--- src/rtl/fetch_pkg.sv ---
// Shared types and constants for the instruction-fetch front end.
package fetch_pkg;

  localparam int XLEN = 32;
  localparam int ILEN = 32;

  // Canonical no-op (addi x0, x0, 0) for consumers that need a filler word.
  localparam logic [ILEN-1:0] INSTR_NOP = 32'h0000_0013;

  // One instruction-queue entry: fetch address plus the returned word.
  typedef struct packed {
    logic [XLEN-1:0] pc;
    logic [ILEN-1:0] instr;
  } fetch_entry_t;

  // Force an address onto a word boundary (low two bits cleared).
  function automatic logic [XLEN-1:0] word_align(input logic [XLEN-1:0] addr);
    return addr & ~(XLEN'(3));
  endfunction

endpackage

--- src/rtl/fetch_fifo.sv ---
// Small instruction queue: circular buffer with a combinational head read.
// Flush wins over push and pop. While empty the head outputs keep showing the
// last entry that was at the head, so decode sees stable values.
module fetch_fifo
  import fetch_pkg::*;
#(
  parameter int DEPTH = 4
) (
  input  logic                    clk,
  input  logic                    rst_n,
  input  logic                    push,
  input  fetch_entry_t            push_entry,
  input  logic                    pop,
  input  logic                    flush,
  output fetch_entry_t            head,
  output logic [$clog2(DEPTH):0]  count,
  output logic                    full,
  output logic                    empty
);

  localparam int PW = $clog2(DEPTH);

  fetch_entry_t  mem [DEPTH];
  fetch_entry_t  last_head;
  logic [PW-1:0] rd_ptr;
  logic [PW-1:0] wr_ptr;
  logic          do_push;
  logic          do_pop;

  assign empty   = (count == '0);
  assign full    = (count == (PW + 1)'(DEPTH));
  assign do_pop  = pop && !empty && !flush;
  // A push into a full queue is only accepted when the head leaves the same cycle.
  assign do_push = push && !flush && (!full || do_pop);
  assign head    = empty ? last_head : mem[rd_ptr];

  // Storage write; contents are only observed through valid pointers.
  always_ff @(posedge clk) begin
    if (do_push) begin
      mem[wr_ptr] <= push_entry;
    end
  end

  // Pointer and occupancy bookkeeping; flush empties the queue in one cycle.
  always_ff @(posedge clk or negedge rst_n) begin
    if (!rst_n) begin
      rd_ptr <= '0;
      wr_ptr <= '0;
      count  <= '0;
    end else if (flush) begin
      rd_ptr <= '0;
      wr_ptr <= '0;
      count  <= '0;
    end else begin
      if (do_push) begin
        wr_ptr <= wr_ptr + PW'(1);
      end
      if (do_pop) begin
        rd_ptr <= rd_ptr + PW'(1);
      end
      case ({do_push, do_pop})
        2'b10:   count <= count + (PW + 1)'(1);
        2'b01:   count <= count - (PW + 1)'(1);
        default: count <= count;
      endcase
    end
  end

  // Remember the currently displayed head so it can be held once the queue drains.
  always_ff @(posedge clk or negedge rst_n) begin
    if (!rst_n) begin
      last_head <= '0;
    end else if (!empty) begin
      last_head <= mem[rd_ptr];
    end
  end

endmodule

--- src/rtl/fetch_unit.sv ---
// Instruction-fetch front end: PC generation, fixed-latency imem request
// tracking, credit-based issue and redirect flushing, feeding decode via a
// valid/ready instruction queue.
module fetch_unit
  import fetch_pkg::*;
#(
  parameter logic [31:0] RESET_PC   = 32'h0000_0000,
  parameter int          FIFO_DEPTH = 4,
  parameter int          IMEM_LAT   = 2
) (
  input  logic        clk,
  input  logic        rst_n,
  output logic [31:0] imem_addr,
  input  logic [31:0] imem_data,
  input  logic        redirect_valid,
  input  logic [31:0] redirect_pc,
  output logic        out_valid,
  input  logic        out_ready,
  output logic [31:0] out_pc,
  output logic [31:0] out_instr
);

  localparam int            CW           = $clog2(FIFO_DEPTH) + 1;
  localparam logic [CW:0]   CREDIT_LIMIT = (CW + 1)'(FIFO_DEPTH);

  logic [31:0]   pc_reg;
  logic [31:0]   fetch_addr;
  logic          issue;
  logic          stage_valid [IMEM_LAT];
  logic [31:0]   stage_pc    [IMEM_LAT];
  logic [CW-1:0] inflight_count;
  logic [CW-1:0] queue_count;
  logic [CW:0]   credit_used;
  logic          fifo_push;
  logic          fifo_pop;
  logic          fifo_full;
  logic          fifo_empty;
  fetch_entry_t  push_entry;
  fetch_entry_t  head_entry;

  // A redirect overrides the sequential PC in the same cycle it arrives.
  assign fetch_addr = redirect_valid ? word_align(redirect_pc) : pc_reg;
  assign imem_addr  = fetch_addr;

  // Count requests still travelling through imem.
  always_comb begin
    inflight_count = '0;
    for (int i = 0; i < IMEM_LAT; i++) begin
      inflight_count = inflight_count + CW'(stage_valid[i]);
    end
  end

  // Every issued request owns a queue slot before it returns, so pushes never
  // overflow. Pops this cycle are deliberately not credited to keep timing short.
  assign credit_used = {1'b0, queue_count} + {1'b0, inflight_count};
  assign issue       = redirect_valid || (!fifo_full && (credit_used < CREDIT_LIMIT));

  // PC register: advance past the address just issued, wrapping at 2^32.
  always_ff @(posedge clk or negedge rst_n) begin
    if (!rst_n) begin
      pc_reg <= RESET_PC;
    end else if (issue) begin
      pc_reg <= fetch_addr + 32'd4;
    end
  end

  // In-flight tracker: stage 0 takes this cycle's request, later stages shift;
  // a redirect kills every older request but keeps the new stage-0 entry.
  always_ff @(posedge clk or negedge rst_n) begin
    if (!rst_n) begin
      for (int i = 0; i < IMEM_LAT; i++) begin
        stage_valid[i] <= 1'b0;
        stage_pc[i]    <= '0;
      end
    end else begin
      stage_valid[0] <= issue;
      stage_pc[0]    <= fetch_addr;
      for (int i = 1; i < IMEM_LAT; i++) begin
        stage_valid[i] <= stage_valid[i-1] && !redirect_valid;
        stage_pc[i]    <= stage_pc[i-1];
      end
    end
  end

  // A word returning during a redirect belongs to the old path and is dropped.
  assign fifo_push  = stage_valid[IMEM_LAT-1] && !redirect_valid;
  assign push_entry = '{pc: stage_pc[IMEM_LAT-1], instr: imem_data};
  assign fifo_pop   = out_valid && out_ready;

  fetch_fifo #(
    .DEPTH (FIFO_DEPTH)
  ) u_fifo (
    .clk        (clk),
    .rst_n      (rst_n),
    .push       (fifo_push),
    .push_entry (push_entry),
    .pop        (fifo_pop),
    .flush      (redirect_valid),
    .head       (head_entry),
    .count      (queue_count),
    .full       (fifo_full),
    .empty      (fifo_empty)
  );

  assign out_valid = !fifo_empty;
  assign out_pc    = head_entry.pc;
  assign out_instr = head_entry.instr;

endmodule

--- config.mk ---
export PLATFORM = sky130hd
export DESIGN_NAME = fetch_unit
export DESIGN_NICKNAME = d
export VERILOG_FILES = /design/src/rtl/fetch_pkg.sv /design/src/rtl/fetch_fifo.sv /design/src/rtl/fetch_unit.sv
export SDC_FILE = /design/constraint.sdc
export NUM_CORES = 1
export LEC_CHECK = 0
export BUFFER_PORTS_ARGS = -buffer_cell sky130_fd_sc_hd__buf_2
export CORE_MARGIN = 1.5
export CORE_UTILIZATION = 35
export DETAILED_ROUTE_END_ITERATION = 7
export GPL_ROUTABILITY_DRIVEN = 0
export PLACE_DENSITY_LB_ADDON = 0.05
export SYNTH_ARGS = -nofsm -noshare
export SYNTH_HDL_FRONTEND = slang
export SYNTH_SLANG_ARGS = --single-unit
export TNS_END_PERCENT = 30
--- constraint.sdc ---
create_clock -name clk -period 6.7 [get_ports clk]
set_input_delay 1.005 -clock clk [delete_from_list [all_inputs] [get_ports clk]]
set_output_delay 1.005 -clock clk [all_outputs]
set_load 0.03 [all_outputs]
Yosys cells after proc, flatten, opt, wreduce, memory -nomap -nowiden. Memory sizes are Yosys's and may differ from the RTL's. Cells that the tools add are included.

Flip-flop bits (word level): 169. Bits in writable memories: 256. Bits of input ports: 68. Output and inout port bits: 97. Word-level logic and storage cells: 49. Memories kept: 1.

Memories: u_fifo.mem (depth 4, bits a word 64, rd ports 1, clocked after memory_dff 0, wr ports 1, line fetch_fifo.sv:23) `fetch_entry_t mem [DEPTH];`.

Add/sub/neg operators: 7. $lt $le $gt $ge: 1. Eq/ne operators: 3. Muxes and demuxes: 10. Reductions and logical operators: 17.

Operator list (count): 64-bit two-way mux (1); 32-bit by 3-bit adder with 32-bit output, second input constant (1); 32-bit two-way mux (1); 1-bit logical AND (8); 2-bit two-way mux (4); 3-bit case mux with 2 select lines (1); 2-bit by 1-bit adder with 2-bit output, second input constant (2); 3-bit by 2-bit adder with 4-bit output (1); 4-bit by 3-bit < comparator with 1-bit output, second input constant (1); 2-bit nonzero test (2); 3-bit by 1-bit adder with 3-bit output, second input constant (1); 3-bit == test, second input constant (1); 1-bit logical NOT (3); 3-bit logical NOT (1); 3-bit two-way mux (1); 3-bit nonzero test (1); 3-bit by 1-bit subtractor with 3-bit output, second input constant (1); 1-bit by 1-bit adder with 2-bit output (1); 2-bit by 1-bit == test with 1-bit output, second input constant (1); 2-bit == test, second input constant (1); 1-bit logical OR (2); 1-bit two-way mux (2).

Longest topological paths before layout.
Word-level depth: 10. Mapped depth: 11. Depth with buffers taken out: 7.

By module. From an unflattened synthesis, not the netlist that was laid out.

Cells, all modules: 885. Area, all modules: 16394.5 µm².

Modules (own cells, without submodules): fetch_fifo (instances 1, cells an instance 536, area an instance 12155.4 µm², seq. area each 9464.1 µm²); fetch_unit (instances 1, cells an instance 349, area an instance 4239.1 µm², seq. area each 2452.4 µm²).

Worst setup path after synthesis. OpenSTA, ideal clock, no wires.

Kind: input to register. Start point: input redirect_valid. End point: memory u_fifo.mem[0][0] (netlist bit), enable pin. Setup time: 0.429 ns. Data arrival time: 3.508 ns. Required time: 6.271 ns. Slack: 2.763 ns. Cell stages on the path: 6. Buffers on the path: 4. Cell sequence: buf_6 > buf_4 > buf_4 > buf_2 > nor3b_2 > and2_1.

Cells in the longest elaborated chain, start to end: 6.

Ends and longest elaborated chain: start: declaration (line fetch_unit.sv:15) `input logic redirect_valid,`; 1-bit logical NOT (*) (line fetch_fifo.sv:32, fetch_fifo.sv:34, fetch_unit.sv:86); 1-bit logical AND, on equally long branches (line fetch_unit.sv:86, fetch_fifo.sv:32); 1-bit logical AND or 1-bit logical OR (tied branches) (line fetch_fifo.sv:34) `assign do_push = push && !flush && (!full || do_pop);`; 1-bit logical AND (*) (line fetch_fifo.sv:34); 1-bit two-way mux (*) (line fetch_fifo.sv:39) `if (do_push) begin`; 1-bit two-way mux (not written as such) (*) (line fetch_fifo.sv:40) `mem[wr_ptr] <= push_entry;`; end: declaration (line fetch_fifo.sv:23).

Every way passes the cells marked *; elsewhere a longest branch is shown, timed or not.

Worst setup path after layout.
Start point: register u_fifo.rd_ptr[1]. End point: output out_pc[20].

Cells in the longest elaborated chain, start to end: 2.

Ends and longest elaborated chain: start: declaration (line fetch_fifo.sv:25) `logic [PW-1:0] rd_ptr;`; start signal: assignment (line fetch_fifo.sv:59) `rd_ptr <= rd_ptr + PW'(1);`; memory read 4 x 64 bit; 64-bit two-way mux; end: declaration (line fetch_unit.sv:19) `output logic [31:0] out_pc,`.

Every way passes these cells.

==> out/qor.csv <==
stage,metric,value,unit
power,sequential share of power,44.3,%
place,total half-perimeter wirelength after legalization and detailed placement,21360,um
setup_path,"Data arrival, critical path",2930,ps
synthesis,number of flops mapped to enable cells by yosys,256,
finish,register with the highest flop count,u_fifo.mem,
global_routing,gr ovfl total,0,
detailed_routing,average vias per placed instance,4.914,
sta,final-report setup violation count,0,
detailed_routing,number of antenna-violating nets in the routed design,0,
sta,worst relative slew slack,38.19,%
synthesis,instance count of the mapped netlist,863,
sta,highest clock frequency the design can meet,254.4,MHz
clock_tree,number of buffers inserted for hold repair after clock tree synthesis,0,
floorplanning,starting density of the core,35.50,%
place,Setup Slack @ Placement,2643,ps
floorplanning,area of the die,47430,um^2
power,worst ir drop on vdd,0.1757,mV
clock_tree,Clock Pin Slew Worst Setup and Hold Paths,60,ps
finish,share of post-route cells with drive strength above 1,37.89,%
synthesis,area of the mapped netlist,16150,um^2
power,net switching share of the total power,29.91,%
global_routing,antenna violations before repair,1,
synthesis,primary flip-flop cell chosen by synthesis mapping,edfxtp_1,
synthesis,Synth Register Bits,425,
finish,leading registers by flop count,"u_fifo.mem: 256 flops, u_fifo.last_head: 64 flops",
floorplanning,Die X-Extent,217.8,um
sta,period utilization,58.67,%
synthesis,sequential fraction of the synthesis area,73.81,%
clock_tree,CTS buffer count,48,
synthesis,post-synthesis average cell area,18.71,um^2
sta,final setup TNS,0,ps
finish,utilization after layout,42.21,%
clock_tree,CTS sink cnt,425,
sta,unrepaired setup endpoints after global routing,no,
detailed_routing,drt first-iter violations,461,
clock_tree,count of instances resized after the clock tree is built,0,
run,Max Cap Violations,0,
finish,final instance area,19200,um^2
sta,final setup slack of the worst path,2769,ps
sta,shortest clock period the worst path allows after layout,3931,ps
sta,Layout Skew,23.52,ps
finish,most frequent standard cell in the layout excluding fill and tap cells,edfxtp_1,
setup_path,start-to-end type of the worst setup path,reg2out,
finish,Filler cells,4153,
floorplanning,Std-Cell Core Area,45480,um^2
setup_path,crit start category,flip-flop,
power,cell internal power dissipation,5.230,mW
setup_path,top fanout value on the critical path,39,
setup_path,"Data required, critical path",5690,ps
sta,number of max-slew violations in the final report,0,
floorplanning,Cell Rows,78,
finish,area overhead of the layout relative to synthesis,18.91,%
clock_tree,TritonCTS clock tree,yes,
floorplanning,die outline height,217.8,um
status,outcome,"finished, final reports clean",
synthesis,share of synthesized registers carrying an async set or reset,39.76,%
global_routing,maximum number of pins on one net before global-route repair,92,
hold_path,HP Class,reg2reg,
sta,Worst Hold Margin,343.6,ps
detailed_routing,Detailed Route WL,36010,um
global_routing,vias in the first global route,8875,
setup_path,sort of element at the end of the critical path,primary output,
global_routing,GRT Overall Usage,15.71,%
sta,Worst Tran Pin Value,927.2,ps
synthesis,synthesized net count,938,
finish,footprint of the multi-input gates,4043,um^2
detailed_routing,number of vias after detailed routing,8305,
place,total of buffers placed on input and output ports,162,
synthesis,number of unique standard cell types used by synthesis,61,
finish,Inserted Diodes,0,
power,Comb power frac,21.9,%
clock_tree,Post-CTS Repair Setup Buffers,0,
finish,most frequent cells in the layout,"256 x edfxtp_1, 167 x dfrtp_1, 161 x buf_2, 90 x mux2_2, 64 x mux4_2",
global_routing,wire length of the first global-routing pass,55700,um
clock_tree,number of H-tree levels,2,
detailed_routing,WL per Instance,21.31,um
clock_tree,Skew-Pair Late Insertion Delay,580,ps
sta,number of endpoints with negative hold slack in the final report,0,
clock_tree,Max clock buf depth,3,
finish,max reg flops,256,
synthesis,"Warnings, synthesis",0,
finish,Sequential cell area,11920,um^2
power,total power divided by cell area,388.7,nW/um^2
power,share of power burned in the clock network,33.8,%
place,dpl cell area,17680,um^2
detailed_routing,drc violations,0,
detailed_routing,drt first pass iters,5,
floorplanning,Boundary Pins,165,
power,reported net switching power,2.232,mW
finish,fin nets,1126,
clock_tree,CTS root buffer,clkbuf_16,
power,Static Leak,7.073,nW
final timing paths:
kind / slack [ps] / from / cells after the start / to
worst min register to register: 340 / stage_pc[32] / 0 / push_entry[32]
max in group asynchronous: 5240 / rst_n / 2 / u_fifo.last_head[29]
worst max register to register: 3980 / u_fifo.count[0] / 4 / u_fifo.mem[1][20]
min in group asynchronous: 450 / rst_n / 1 / u_fifo.last_head[14]
worst min-delay path: 340 / stage_pc[32] / 0 / push_entry[32]
worst max-delay path: 2770 / u_fifo.rd_ptr[1] / 4 / out_pc[20]
critical path, cell delays in order, from the launching register on:
cell     delay [ps]
dfrtp_4         710
buf_4           650
mux4_2          460
mux2_2          320
buf_2           190
layer usage:
layer	up-vias	track usage [%]	part of all wire, %
met5	-	0	0.036
met4	2	4.069	1.9
met2	177	24.53	46
li1	3752	-	-
met3	57	3.584	4.8
met1	4317	22.18	47
kinds of logic (layout without fill, tap and decap cells):
group                      after synthesis  count (layout)  share of synthesized area [%]
AOI/OAI and AO/OA                       75              75                          3.100
xor gates and xnor gates                19              19                          1.031
and+or+nand+nor                        132             132                          4.727
DFF                                    425             425                          73.81
adders and majority gates                7               7                         0.5890
muxes                                  158             158                          15.45
buffers and inverters                   47             274                          1.294
cell usage after synthesis (3+ instances only):
cell type  number  area share [%]
edfxtp_1      256              48
dfrtp_1       169              26
mux2_2         90             6.3
mux4_2         64             8.9
nand2_1        31            0.72
a21oi_1        25            0.77
nor2_1         22            0.51
nand3_1        16            0.50
clkbuf_1       15            0.35
buf_2          11            0.34
o31ai_1        11            0.51
xnor2_1        11            0.60
and3_1         10            0.39
inv_1          10            0.23
o21ai_0        10            0.31
nand4_1         8            0.31
xor2_1          8            0.43
buf_1           6            0.14
ha_1            6            0.46
nand3b_1        6            0.28
nor2b_1         6            0.23
and2_1          5            0.19
and4_1          5            0.27
nand4b_1        5            0.27
a22oi_1         4            0.19
mux2i_1         4            0.25
a22o_1          3            0.16
buf_4           3            0.14
nor3_1          3           0.093
power groups by stage:
stage / clock, mW / sequential, mW / combinational [mW]
finish: 2.52 / 3.31 / 1.63
global route: 2.72 / 3.35 / 1.75
CTS: 2.61 / 3.31 / 1.68
detailed placement: 0 / 3.36 / 1.67
global placement: 0 / 3.35 / 1.66
floorplan: 0 / 3.30 / 1.20
area by class of cell:
| cell class | count | share of cell area (%) |
|---|---|---|
| clock buffers | 66 | 6.876 |
| repair buffers | 174 | 4.803 |
| clock inverters | 23 | 1.030 |
| well taps | 600 | 3.910 |
| inverters | 11 | 0.2151 |
| multi-input cells | 391 | 21.06 |
| flip-flops and latches | 425 | 62.11 |
per-stage QoR:
stage / cells / power (mW)
floorplan: 863 / 4.500
global placement: 1601 / 5.014
detailed placement: 1601 / 5.031
CTS: 1690 / 7.597
global route: 1690 / 7.818
finish: 1690 / 7.462
(Power assumes the default switching activity.)
